$ cat src/rtl/pwr_spi_pkg.sv
// rtl/pwr_spi_pkg.sv - shared types and frame geometry for the SPI register bridge
package pwr_spi_pkg;

  typedef enum logic [1:0] {IDLE, ADDR, RD_REQ, DATA} state_e;

  localparam logic CMD_WR = 1'b1;

  function automatic int frm_len(input int aw, input int dw);
    return 1 + aw + dw;
  endfunction

  function automatic int addr_end(input int aw);
    return 1 + aw;
  endfunction

  function automatic int max2(input int a, input int b);
    return (a > b) ? a : b;
  endfunction

endpackage

$ cat src/rtl/spi_pin_sync.sv
// rtl/spi_pin_sync.sv - 2-flop synchronizer plus edge flop for one SPI pin
module spi_pin_sync #(
  parameter logic RST_VAL = 1'b0
) (
  input  logic i_clk,
  input  logic i_rst_n,
  input  logic pin_i,
  output logic level_o,
  output logic rise_o,
  output logic fall_o
);

  logic [2:0] sync_q;

  always_ff @(posedge i_clk or negedge i_rst_n) begin
    if (!i_rst_n) sync_q <= {3{RST_VAL}};
    else          sync_q <= {sync_q[1:0], pin_i};
  end

  assign level_o = sync_q[1];
  assign rise_o  = sync_q[1] & ~sync_q[2];
  assign fall_o  = ~sync_q[1] & sync_q[2];

endmodule

$ cat src/rtl/spi_reg_bridge.sv
// rtl/spi_reg_bridge.sv - SPI slave decoding serial frames into register bus accesses
module spi_reg_bridge
  import pwr_spi_pkg::*;
#(
  parameter int AW = 7,
  parameter int DW = 8
) (
  input  logic          i_clk,
  input  logic          i_rst_n,
  input  logic          i_spi_sclk,
  input  logic          i_spi_csb,
  input  logic          i_spi_mosi,
  output logic          o_spi_miso,
  output logic          o_spi_miso_oe,
  output logic          o_wen,
  output logic          o_ren,
  output logic [AW-1:0] o_addr,
  output logic [DW-1:0] o_wdata,
  input  logic [DW-1:0] i_rdata,
  output logic          o_frm_err
);

  localparam int FRM_LEN = frm_len(AW, DW);
  localparam int CW      = $clog2(FRM_LEN + 1);
  localparam int SW      = max2(addr_end(AW), DW);
  localparam logic [CW-1:0] CNT_FULL = CW'(FRM_LEN);
  localparam logic [CW-1:0] CNT_AEND = CW'(addr_end(AW));

  logic sclk_lvl, sclk_rise, sclk_fall;
  logic csb_lvl, csb_rise, csb_fall;
  logic mosi_lvl, mosi_rise, mosi_fall;
  logic unused_sync;

  spi_pin_sync #(.RST_VAL(1'b0)) u_sync_sclk (
    .i_clk(i_clk), .i_rst_n(i_rst_n), .pin_i(i_spi_sclk),
    .level_o(sclk_lvl), .rise_o(sclk_rise), .fall_o(sclk_fall));
  spi_pin_sync #(.RST_VAL(1'b1)) u_sync_csb (
    .i_clk(i_clk), .i_rst_n(i_rst_n), .pin_i(i_spi_csb),
    .level_o(csb_lvl), .rise_o(csb_rise), .fall_o(csb_fall));
  spi_pin_sync #(.RST_VAL(1'b0)) u_sync_mosi (
    .i_clk(i_clk), .i_rst_n(i_rst_n), .pin_i(i_spi_mosi),
    .level_o(mosi_lvl), .rise_o(mosi_rise), .fall_o(mosi_fall));

  assign unused_sync = ^{sclk_lvl, mosi_rise, mosi_fall};

  state_e        state_q, state_d;
  logic [CW-1:0] cnt_q, cnt_d;
  logic [SW-1:0] sh_q, sh_d;
  logic [AW-1:0] addr_q, addr_d;
  logic [DW-1:0] wdata_q, wdata_d;
  logic [DW-1:0] dout_q, dout_d;
  logic [1:0]    settle_q, settle_d;
  logic is_wr_q, is_wr_d, miso_q, miso_d, err_q, err_d;
  logic wen_q, wen_d, ferr_q, ferr_d, arm_q, arm_d;

  always_ff @(posedge i_clk or negedge i_rst_n) begin
    if (!i_rst_n) begin
      state_q  <= IDLE;     cnt_q   <= '0;   sh_q    <= '0;
      addr_q   <= '0;       wdata_q <= '0;   dout_q  <= '0;
      settle_q <= '0;       is_wr_q <= 1'b0; miso_q  <= 1'b0;
      err_q    <= 1'b0;     wen_q   <= 1'b0; ferr_q  <= 1'b0;
      arm_q    <= 1'b0;
    end else begin
      state_q  <= state_d;  cnt_q   <= cnt_d;   sh_q    <= sh_d;
      addr_q   <= addr_d;   wdata_q <= wdata_d; dout_q  <= dout_d;
      settle_q <= settle_d; is_wr_q <= is_wr_d; miso_q  <= miso_d;
      err_q    <= err_d;    wen_q   <= wen_d;   ferr_q  <= ferr_d;
      arm_q    <= arm_d;
    end
  end

  // A CSB already low when reset releases must go high before a frame may start.
  assign settle_d = (settle_q == 2'd2) ? settle_q : settle_q + 2'd1;
  assign arm_d    = arm_q | ((settle_q == 2'd2) & csb_lvl);

  always_comb begin
    state_d = state_q;  cnt_d   = cnt_q;   sh_d   = sh_q;
    addr_d  = addr_q;   wdata_d = wdata_q; dout_d = dout_q;
    is_wr_d = is_wr_q;  miso_d  = miso_q;  err_d  = err_q;
    wen_d   = 1'b0;     ferr_d  = 1'b0;
    if (state_q == IDLE) begin
      miso_d = 1'b0;
      if (csb_fall && arm_q) begin
        state_d = ADDR;
        cnt_d   = '0;
        err_d   = 1'b0;
      end
    end else if (csb_rise) begin
      state_d = IDLE;
      miso_d  = 1'b0;
      if (err_q || cnt_q != CNT_FULL) begin
        ferr_d = 1'b1;
      end else if (is_wr_q) begin
        wen_d   = 1'b1;
        wdata_d = sh_q[DW-1:0];
      end
    end else begin
      if (sclk_rise) begin
        if (cnt_q == CNT_FULL) begin
          err_d = 1'b1;
        end else begin
          cnt_d = cnt_q + CW'(1);
          sh_d  = {sh_q[SW-2:0], mosi_lvl};
        end
      end
      case (state_q)
        ADDR: begin
          miso_d = 1'b0;
          if (cnt_q == CNT_AEND) begin
            is_wr_d = (sh_q[AW] == CMD_WR);
            addr_d  = sh_q[AW-1:0];
            state_d = is_wr_d ? DATA : RD_REQ;
          end
        end
        RD_REQ: begin
          miso_d  = i_rdata[DW-1];
          dout_d  = {i_rdata[DW-2:0], 1'b0};
          state_d = DATA;
        end
        DATA: begin
          // The fall that ends the last address bit arrives after RD_REQ; skip it.
          if (!is_wr_q && sclk_fall && cnt_q > CNT_AEND) begin
            miso_d = dout_q[DW-1];
            dout_d = {dout_q[DW-2:0], 1'b0};
          end
        end
        default: ;
      endcase
    end
  end

  assign o_ren         = (state_q == RD_REQ);
  assign o_wen         = wen_q;
  assign o_addr        = addr_q;
  assign o_wdata       = wdata_q;
  assign o_frm_err     = ferr_q;
  assign o_spi_miso    = miso_q;
  assign o_spi_miso_oe = ~csb_lvl;

endmodule

$ cat config.mk
export PLATFORM = sky130hd
export DESIGN_NAME = spi_reg_bridge
export DESIGN_NICKNAME = d
export VERILOG_FILES = /design/src/rtl/pwr_spi_pkg.sv /design/src/rtl/spi_pin_sync.sv /design/src/rtl/spi_reg_bridge.sv
export SDC_FILE = /design/constraint.sdc
export NUM_CORES = 1
export LEC_CHECK = 0
export ABC_AREA = 1
export ABC_CLOCK_PERIOD_IN_PS = 2000
export CORE_AREA = 2 2 69 71
export DETAILED_ROUTE_END_ITERATION = 16
export DIE_AREA = 0 0 71 73
export GPL_ROUTABILITY_DRIVEN = 1
export GPL_TIMING_DRIVEN = 0
export PLACE_DENSITY = 0.77
export SLEW_MARGIN = 10
export SYNTH_ARGS = -nofsm -noshare
export SYNTH_HDL_FRONTEND = slang
export SYNTH_SLANG_ARGS = --single-unit
$ cat constraint.sdc
create_clock -name i_clk -period 2 [get_ports i_clk]
set_clock_uncertainty 0.1 [all_clocks]
set_input_delay 0.2 -clock i_clk [delete_from_list [all_inputs] [get_ports i_clk]]
set_output_delay 0.2 -clock i_clk [all_outputs]
set_load 0.005 [all_outputs]
==> results.txt <==
- Routed met1 length: 2000 µm
* Total area of sequential cells: about 1300 µm²
- Synthesis produced a netlist whose cell count is around 250.
* Std cell rows: 25
- The worst path needs ~1900 ps of the cycle, external delays included.
- The flow ran to the end, and the final reports show no timing, DRC or antenna violations.
- Met2 wire len: about 2000 µm
- Final Worst Setup Slack: approximately 130 ps
- For the worst setup path, the data required time is ~1700 ps.
* Power per standard cell area: roughly 1100 nW/µm²
- For this design the total switching power over the nets is ~1100 µW.
* Placement Setup Slack: a little over 40 ps
- In this run, synthesis produced a sequential element count of 53.
* Number of warnings reported in the yosys synthesis log: 0
* Inserted Diodes: 0
- Leaving out fill and tap cells, the most frequent cell in the layout is sky130_fd_sc_hd__nand2_1.
* IO Pins: 33
- Top Layer Used: met4
- Netlist Area Pre-Place: around 2300 µm²
- The detailed router placed 1698 vias in this run.
* Initial DRC count: between 100 and 150
- Endpoint type of the worst setup path: primary output
* Crit share post-route: between 90% and 100%
- Die outline width: approximately 70 µm
* Startpoint type of the worst setup path: register
* Clock edge transition at the registers on the reported setup and hold paths: approximately 90 ps
- Number of flops mapped to enable cells by yosys: 0
* Pin count of the biggest net entering global routing: 33
- Share of total power in sequential cells: between 40% and 50%
* P&R area growth vs syn: 23.9%
* Floorplan die area: approximately 5200 µm²
- Detail Placement HPWL: approximately 3000 µm
* TritonCTS clock tree: done
- Remaining antenna violation count: 0
- Detailed Routing Iterations Pass 1: 4
- The number of global-route vias before repair was ~1600.
- Initial core utilization: 51.2%
- At the pin with the least slew margin, the transition time is approximately 730 ps.
* Setup-violating endpoint count in the final report: 0
- Summed over all nets, wire length on met3 after detailed routing comes to between 150 and 200 µm.
* Nets@finish: 311
- The tool flagged a number of max-cap violations equal to 0.
* Global-route usage over all layers: approximately 17%
* Number of antenna violations at the first check in global routing: 0
- Counting instances, the worst hold path has a depth of 1.
- Worst endpoint data arrival time: between 1500 and 2000 ps
* Share of post-route cells with drive strength above 1: approximately a tenth
- In the routed layout, each cell is associated on average with a via count of between 4 and 5.
- Number of buffers inserted by port buffering: 32
- The number of hold violations in the final report is 0.
- Total core area: approximately 4500 µm²
- Net switching is a little over a third of the power.
* Most frequently used flop master after synthesis: sky130_fd_sc_hd__dfrtp_1
* Filler cell count: roughly 360
- Die H: 73 µm
- Highest net fanout along the worst path: 5
- The clock tree synthesis step divided the H-tree into 2 levels.
* Combinational cell fraction of total power: approximately 33%
* Internal power contribution: approximately 2000 µW
- The later pin in the worst-skew pair is clocked with a latency of roughly 310 ps.
* Total power: between 3000 and 4000 µW
* Async set-reset flop share out of synthesis: 100%
* Total count of max-transition violations in the final report: 0
- Sequential cells were found to cover between 50% and 60% of the synthesized design area.
- The number of clock buffers added by TritonCTS is 5.
- Multi-input gate area in the final layout: roughly 850 µm²
* Clock group share of total power: approximately a fifth
- Static leakage power: 0.00144 µW
- The tightest min-delay check is of the in -> reg type.
- For this run, design rule violations remaining after detail routing come to 0.
* Clock Tree Root: sky130_fd_sc_hd__clkbuf_8
- Count of distinct cell types in the synthesized netlist: 24
- The congestion estimate from routability-driven global placement came to around 0.8.
* Slew HR: roughly 51%
- After synthesis, the mean cell area works out to between 9 and 10 µm².
* Total overflow reported by the global router: 0
* Highest attainable clock frequency: about 530 MHz
- Startpoint-to-endpoint class of the critical path: reg -> out
- For this run, the share of the core covered by cells in the final layout is between 60% and 70%.
- IR analysis of the VDD net gives a maximum drop of 0.688 mV.
- Syn nets: between 200 and 300
* Average wire per cell in the routed design: 12.2 µm
* First-pass GRT wire length: a little over 7000 µm
* R2r worst-path depth: 9
- After detailed routing, the total wire length is ~4200 µm.
- The library cells used most frequently in the layout, excluding fill and tap cells, are sky130_fd_sc_hd__nand2_1, sky130_fd_sc_hd__dfrtp_1, sky130_fd_sc_hd__o21ai_0.
- The clock drives 53 sinks.
* Buffers from clock root to sink, at most: 2
[state kept, by name, summed over array words and instances (netlist names), 2 cells and up]
signal / count
o_addr: 7
u_sync_csb.sync_q: 3
dout_q: 7
sh_q: 8
state_q: 2
o_wdata: 8
u_sync_sclk.sync_q: 3
u_sync_mosi.sync_q: 2
cnt_q: 5
settle_q: 2
[cell usage after synthesis, types with 3 or more instances]
| library cell | instances | area share [%] |
|---|---|---|
| sky130_fd_sc_hd__nor2_1 | 4 | 0.65 |
| sky130_fd_sc_hd__dfrtp_1 | 50 | 54 |
| sky130_fd_sc_hd__mux2i_1 | 6 | 2.6 |
| sky130_fd_sc_hd__xor2_1 | 3 | 1.1 |
| sky130_fd_sc_hd__inv_1 | 27 | 4.4 |
| sky130_fd_sc_hd__dfstp_2 | 3 | 3.4 |
| sky130_fd_sc_hd__buf_6 | 4 | 1.9 |
| sky130_fd_sc_hd__ha_1 | 7 | 3.8 |
| sky130_fd_sc_hd__o21ai_0 | 37 | 8.0 |
| sky130_fd_sc_hd__a21oi_1 | 4 | 0.86 |
| sky130_fd_sc_hd__nand2_1 | 80 | 13 |
| sky130_fd_sc_hd__nand3_1 | 8 | 1.7 |
[through the flow]
stage | cells | setup TNS, ps | instance area, µm² | hold slack, ps
floorplan | 245 | 0 | 2320 | -196
global placement | 331 | -45500 | 2710 | 235
detailed placement | 332 | 0 | 2730 | 205
CTS | 341 | 0 | 2830 | 174
global route | 346 | -17.2 | 2880 | 168
finish | 346 | 0 | 2880 | 190
[critical path, stage by stage, from the launching register on]
cell                              delay (ps)
sky130_fd_sc_hd__dfrtp_1                 400
sky130_fd_sc_hd__inv_1                    90
sky130_fd_sc_hd__ha_1                    240
sky130_fd_sc_hd__clkdlybuf4s50_1         530
[area by class of cell]
class,instances,share of cell area (%)
Clock inverter,2,0.478
Timing Repair Buffer,39,13.6
Inverter,27,3.52
Tap cell,54,2.35
Clock buffer,6,2.52
Sequential cell,53,46.2
Buffer,5,1.83
Multi-Input combinational cell,160,29.6
[repair_timing]
item,4_1_cts,5_1_grt
buffers inserted,0,5
resized for setup,0,3
endpoints found under the setup margin,0,21
endpoints found under the hold margin,28,0
hold buffers,1,0
[cells by family after synthesis]
kind of cell / count (synthesis) / share of synthesized area, %
fa+ha+maj: 7 / 3.77
xor+xnor: 4 / 1.51
buf+inv: 32 / 6.62
flops: 53 / 57.2
simple gates: 101 / 19.1
mux: 6 / 2.58
compound gates: 42 / 9.15
[worst paths after layout]
check,slack [ps],from,endpoint
worst max-delay path,130,state_q[0],o_ren
worst min-delay path,190,i_spi_csb,u_sync_csb.sync_q[0]
worst max register to register,170,state_q[1],dout_q[5]
worst min register to register,250,u_sync_sclk.sync_q[0],u_sync_sclk.sync_q[1]
max in group asynchronous,860,i_rst_n,o_addr[4]
min in group asynchronous,380,i_rst_n,dout_q[1]
[power groups by stage]
stage | registers, µW | logic [µW] | clock network (µW)
5_1_grt | 1490 | 1120 | 660
3_3_place_gp | 1470 | 855 | 0
3_5_place_dp | 1480 | 895 | 0
4_1_cts | 1460 | 905 | 616
6_report | 1460 | 996 | 597
2_1_floorplan | 1430 | 641 | 0
[layer usage]
metal	up-vias	track usage (%)
met5	-	0
met2	36	27.2
met1	787	23.8
met3	7	4.70
met4	0	6.29
li1	868	-
No activity file was read; power rests on OpenSTA's default activity.
==> variant 1, RTL diff (same flow settings) <==
The 4 states of `state_e` get a one-hot encoding in 4 bits.
--- a/src/rtl/pwr_spi_pkg.sv
+++ b/src/rtl/pwr_spi_pkg.sv
@@ -2,5 +2,5 @@
 package pwr_spi_pkg;
 
-  typedef enum logic [1:0] {IDLE, ADDR, RD_REQ, DATA} state_e;
+  typedef enum logic [3:0] {IDLE = 4'b0001, ADDR = 4'b0010, RD_REQ = 4'b0100, DATA = 4'b1000} state_e;
 
   localparam logic CMD_WR = 1'b1;
Formal check against the unedited RTL: same outputs for any inputs over 10 cycles, from zero or initial values and one cycle with i_rst_n low; not proved beyond that.
==> variant 1 against the original RTL <==
  * Non-clock buffer count decreased by 3
  * Largest power group unchanged
  * Setup slack worse by 0.0035 ns
  * Wire length grew 9.9%
  * Power up 9.5%
  * Sequential cell count rose by 2
  * Largest cell class unchanged
  * Area after synthesis up 9.5%
  * Combinational power increased by 7%
  * Cell count increased by 11%
  * Cell area grew 7.2%
  * Highest routed layer unchanged
  * Core utilization up 4.6 points
  * Critical path depth increased by 1
==> variant 1: results <==
route:
  drt-initial-drc-count: 97
  vias_per_cell: 4.951
  firstDrtPassIters: 5
  wirelength_um: 4628
sta:
  relSlewSlack_pct: 65.09
  drv_slew: 0
  setup_slack_ns: 0.1249
setup_path:
  critical_path.endpoint: "o_ren"
  r2r_start: "cnt_q[0]"
  reg2regPathDepth: 8
  crit_fanout: 5
  worstReg2RegEnd: "o_addr[4]"
  crit_start: "state_q[0]"
  rrSetupSlack_ns: 0.24
synthesis:
  yosysSeqAreaShare_pct: 54.30
  syn_nets: 305
  synth_area_leaders: "dfrtp_1, nand2_1, nand3_1, inv_1, dfstp_2"
  synthAdderAreaFrac_pct: 1.476
  syn_inst: 289
  synthTopCellsByCount: "nand2_1, dfrtp_1, inv_1"
  yosys_warnings: 0
  muxShareOfSynthArea_pct: 0
  synth_compound_area_share_pct: 6.788
  synth_xor_area_share_pct: 1.377
  ys_types: 25
global_route:
  antenna_found_initial: 0
  grt_max_degree: 35
  grt_first_pass_wirelength_um: 8224
  grt_use_total_pct: 20.13
  first_global_vias: 1893
placement:
  placed_cells: 376
  dpl_worst_slack_ns: 0.2595
  placed_area_mm2: 0.002947
  place_congestion: 0.8534
  dp_hpwl_um: 3409
clock_network:
  h-tree-depth: 2
  numCtsBuffers: 5
power_and_ir_drop:
  ir_drop_uv: 626.1
  power.density_mw_per_mm2: 1084
  p_leak_nw: 1.525
min_path:
  hp-class: "input pin to flip-flop"
  hold_end: "u_sync_csb.sync_q[0]"
layout:
  nFillCells: 353
  nets: 346
  fin_cells: 385
  drive_above_1_share_pct: 16.62
  antenna_cells: 0
run_status:
  status: "finished, final reports clean"
[variant 1: cell types whose count changed in the layout (fill, tap and decap cells not counted), sizes merged, moves of 3 or more]
cell and delta:
nand2 +27, o21ai -12, nor2 +15, mux2i -6, ha -4, nand3 +17
buf -3, inv +7
[variant 1: power breakdown]
part	internal [W]	switching [W]	total, W
clock	0.000412	0.000364	0.000776
combinational	0.000397	0.000668	0.00107
sequential	0.00135	0.000150	0.00150
total	0.00216	0.00118	0.00335
[variant 1: per-layer routing]
layer	vias to the layer above	part of all wire, %	track usage [%]
met1	889	46	25.94
met5	-	0	0
li1	982	-	-
met2	30	50	34.89
met3	5	3.2	4.144
met4	0	0.86	5.451
[variant 1: final cells by class]
type / instances / share of cell area (%)
inverters: 35 / 4.339
repair buffers: 34 / 11.19
plain buffers: 7 / 1.744
clock inverters: 2 / 1.257
flip-flops and latches: 55 / 44.77
multi-input cells: 192 / 31.83
well taps: 54 / 2.190
clock buffers: 6 / 2.676
[variant 1: worst max-delay path: stages (launching register included)]
cell and delay, ns:
dfstp_2 0.60, inv_1 0.08, nand2_1 0.11, nor2_4 0.05, clkdlybuf4s50_1 0.43
[variant 1: metrics by stage]
step | setup TNS, ns | power [W] | hold slack (ns)
detailed placement | 0 | 0.002593 | 0.1054
floorplan | 0 | 0.002294 | -0.1956
CTS | 0 | 0.003374 | 0.1921
finish | 0 | 0.003345 | 0.2077
global route | 0 | 0.003617 | 0.1837
global placement | -53.88 | 0.002554 | 0.2327
[variant 1: repair_timing]
| item | in CTS | in global routing |
|---|---|---|
| resized for setup | 0 | 2 |
| hold buffers | 1 | 0 |
| endpoints found under the hold margin | 18 | 0 |
| endpoints found under the setup margin | 0 | 1 |
==> variant 2, RTL diff (same flow settings) <==
Made on the original files. `RST_VAL` is set to 1'b0 in 3 places; all go to 1'b1.
--- a/src/rtl/spi_pin_sync.sv
+++ b/src/rtl/spi_pin_sync.sv
@@ -1,5 +1,5 @@
 // rtl/spi_pin_sync.sv - 2-flop synchronizer plus edge flop for one SPI pin
 module spi_pin_sync #(
-  parameter logic RST_VAL = 1'b0
+  parameter logic RST_VAL = 1'b1
 ) (
   input  logic i_clk,
--- a/src/rtl/spi_reg_bridge.sv
+++ b/src/rtl/spi_reg_bridge.sv
@@ -32,5 +32,5 @@
   logic unused_sync;
 
-  spi_pin_sync #(.RST_VAL(1'b0)) u_sync_sclk (
+  spi_pin_sync #(.RST_VAL(1'b1)) u_sync_sclk (
     .i_clk(i_clk), .i_rst_n(i_rst_n), .pin_i(i_spi_sclk),
     .level_o(sclk_lvl), .rise_o(sclk_rise), .fall_o(sclk_fall));
@@ -38,5 +38,5 @@
     .i_clk(i_clk), .i_rst_n(i_rst_n), .pin_i(i_spi_csb),
     .level_o(csb_lvl), .rise_o(csb_rise), .fall_o(csb_fall));
-  spi_pin_sync #(.RST_VAL(1'b0)) u_sync_mosi (
+  spi_pin_sync #(.RST_VAL(1'b1)) u_sync_mosi (
     .i_clk(i_clk), .i_rst_n(i_rst_n), .pin_i(i_spi_mosi),
     .level_o(mosi_lvl), .rise_o(mosi_rise), .fall_o(mosi_fall));
Function: no difference found for any inputs over 10 cycles, from zero or initial values and one cycle with i_rst_n low; that may be too few to reach the edited logic, so the function may still have changed.
==> variant 2 against the original RTL <==
  * Sequential power barely moved
  * Cell area barely moved
  * Power fell by 1.4%
  * Area after synthesis rose by 0.27%
  * Sequential cell count did not move
  * Setup slack improved by 0.0084 ns
  * Wire length fell by 5.6%
  * Clock power fell by 2%
  * Largest cell class unchanged
  * Highest routed layer unchanged
==> variant 2: results <==
global_route:
  grt_first_pass_wirelength_um: 7100
  grt_max_degree: 34
  first_global_vias: 1565
  grt_use_total_pct: 17.22
placement:
  place_congestion: 0.7820
  dp_hpwl_um: 2982
  io_buffers: 32
  dpl_worst_slack_ns: 0.04733
  placed_area_mm2: 0.002740
min_path:
  worstHoldStart: "i_spi_sclk"
  hold_path_depth: 1
  hold_end: "u_sync_sclk.sync_q[0]"
synthesis:
  yosysSeqAreaShare_pct: 57.36
  yosys_warnings: 0
  synth-main-ff-cell: "dfrtp_1"
  synthTopCellsByCount: "nand2_1, dfrtp_1, o21ai_0"
  synth_area_leaders: "dfrtp_1, nand2_1, dfstp_2, o21ai_0, inv_1"
setup_path:
  rrSetupSlack_ns: 0.21
  worstReg2RegEnd: "dout_q[4]"
route:
  drt-initial-drc-count: 134
  wirelength_um: 3974
  vias_per_cell: 4.957
sta:
  relSlewSlack_pct: 50.06
layout:
  drive_above_1_share_pct: 11.34
  nFillCells: 350
  nets: 310
power_and_ir_drop:
  ir_drop_uv: 789.2
  p_leak_nw: 1.426
  power.density_mw_per_mm2: 1047
run_status:
  status: "finished, final reports clean"
variant 2: per-layer routing:
metal	up-vias	global-route usage (%)	share of wire (%)	wire length, um
li1	873	-	-	-
met1	803	24.48	48	1917
met2	29	26.58	47	1864
met3	5	3.315	3.2	128
met4	0	6.289	1.6	63
met5	-	0	0	0
variant 2: cell type report:
type	count	share of cell area (%)
clock buffers	6	2.522
inverters	27	3.522
plain buffers	5	1.826
repair buffers	38	13.30
multi-input cells	160	29.57
well taps	54	2.348
flip-flops and latches	53	46.43
clock inverters	2	0.4783
variant 2: timing repair:
action	in CTS	in global routing
buffers inserted	0	4
setup endpoints to repair	3	18
hold buffers	1	0
hold endpoints to repair	27	0
gates resized for setup	1	2
gates cloned	0	0
variant 2: per-stage QoR:
stage / hold slack [ns] / setup TNS, ns / std cells
finish: 0.1922 / 0 / 345
global route: 0.1845 / 0 / 345
CTS: 0.1857 / 0 / 341
detailed placement: 0.2070 / 0 / 332
global placement: 0.2456 / -42.45 / 331
floorplan: -0.1956 / 0 / 245
variant 2: cells by family after synthesis:
group                    Yosys count  synth area share, %
multiplexers                       6                2.578
adder cells (fa/ha/maj)            7                3.759
AO/OA/AOI/OAI                     42                9.130
AND/OR/NAND/NOR                  101                19.07
XOR/XNOR                           4                1.504
buffers and inverters             32                6.606
flip-flops                        53                57.36
variant 2: worst max-delay path: stages (launching register included):
cell and delay [ns]:
dfrtp_1 0.41, inv_1 0.09, ha_1 0.24, clkdlybuf4s50_1 0.53
variant 2: how the worst max path moves through the flow:
stage | startpoint | end | depth (start not counted) | slack, ns
after floorplan | state_q[0] | sh_q[7] | 8 | 0.31
after CTS | state_q[0] | sh_q[3] | 7 | 0.08
after global placement | i_rst_n | o_wdata[4] | 1 | -0.89
after global routing | state_q[1] | dout_q[4] | 9 | 0.03
after detailed placement | state_q[0] | sh_q[3] | 7 | 0.05
final | state_q[0] | o_ren | 3 | 0.14
variant 2: power breakdown:
part,switching (W),internal [W]
Clock,0.000337,0.000250
Sequential,0.000165,0.00130
Combinational,0.000534,0.000428
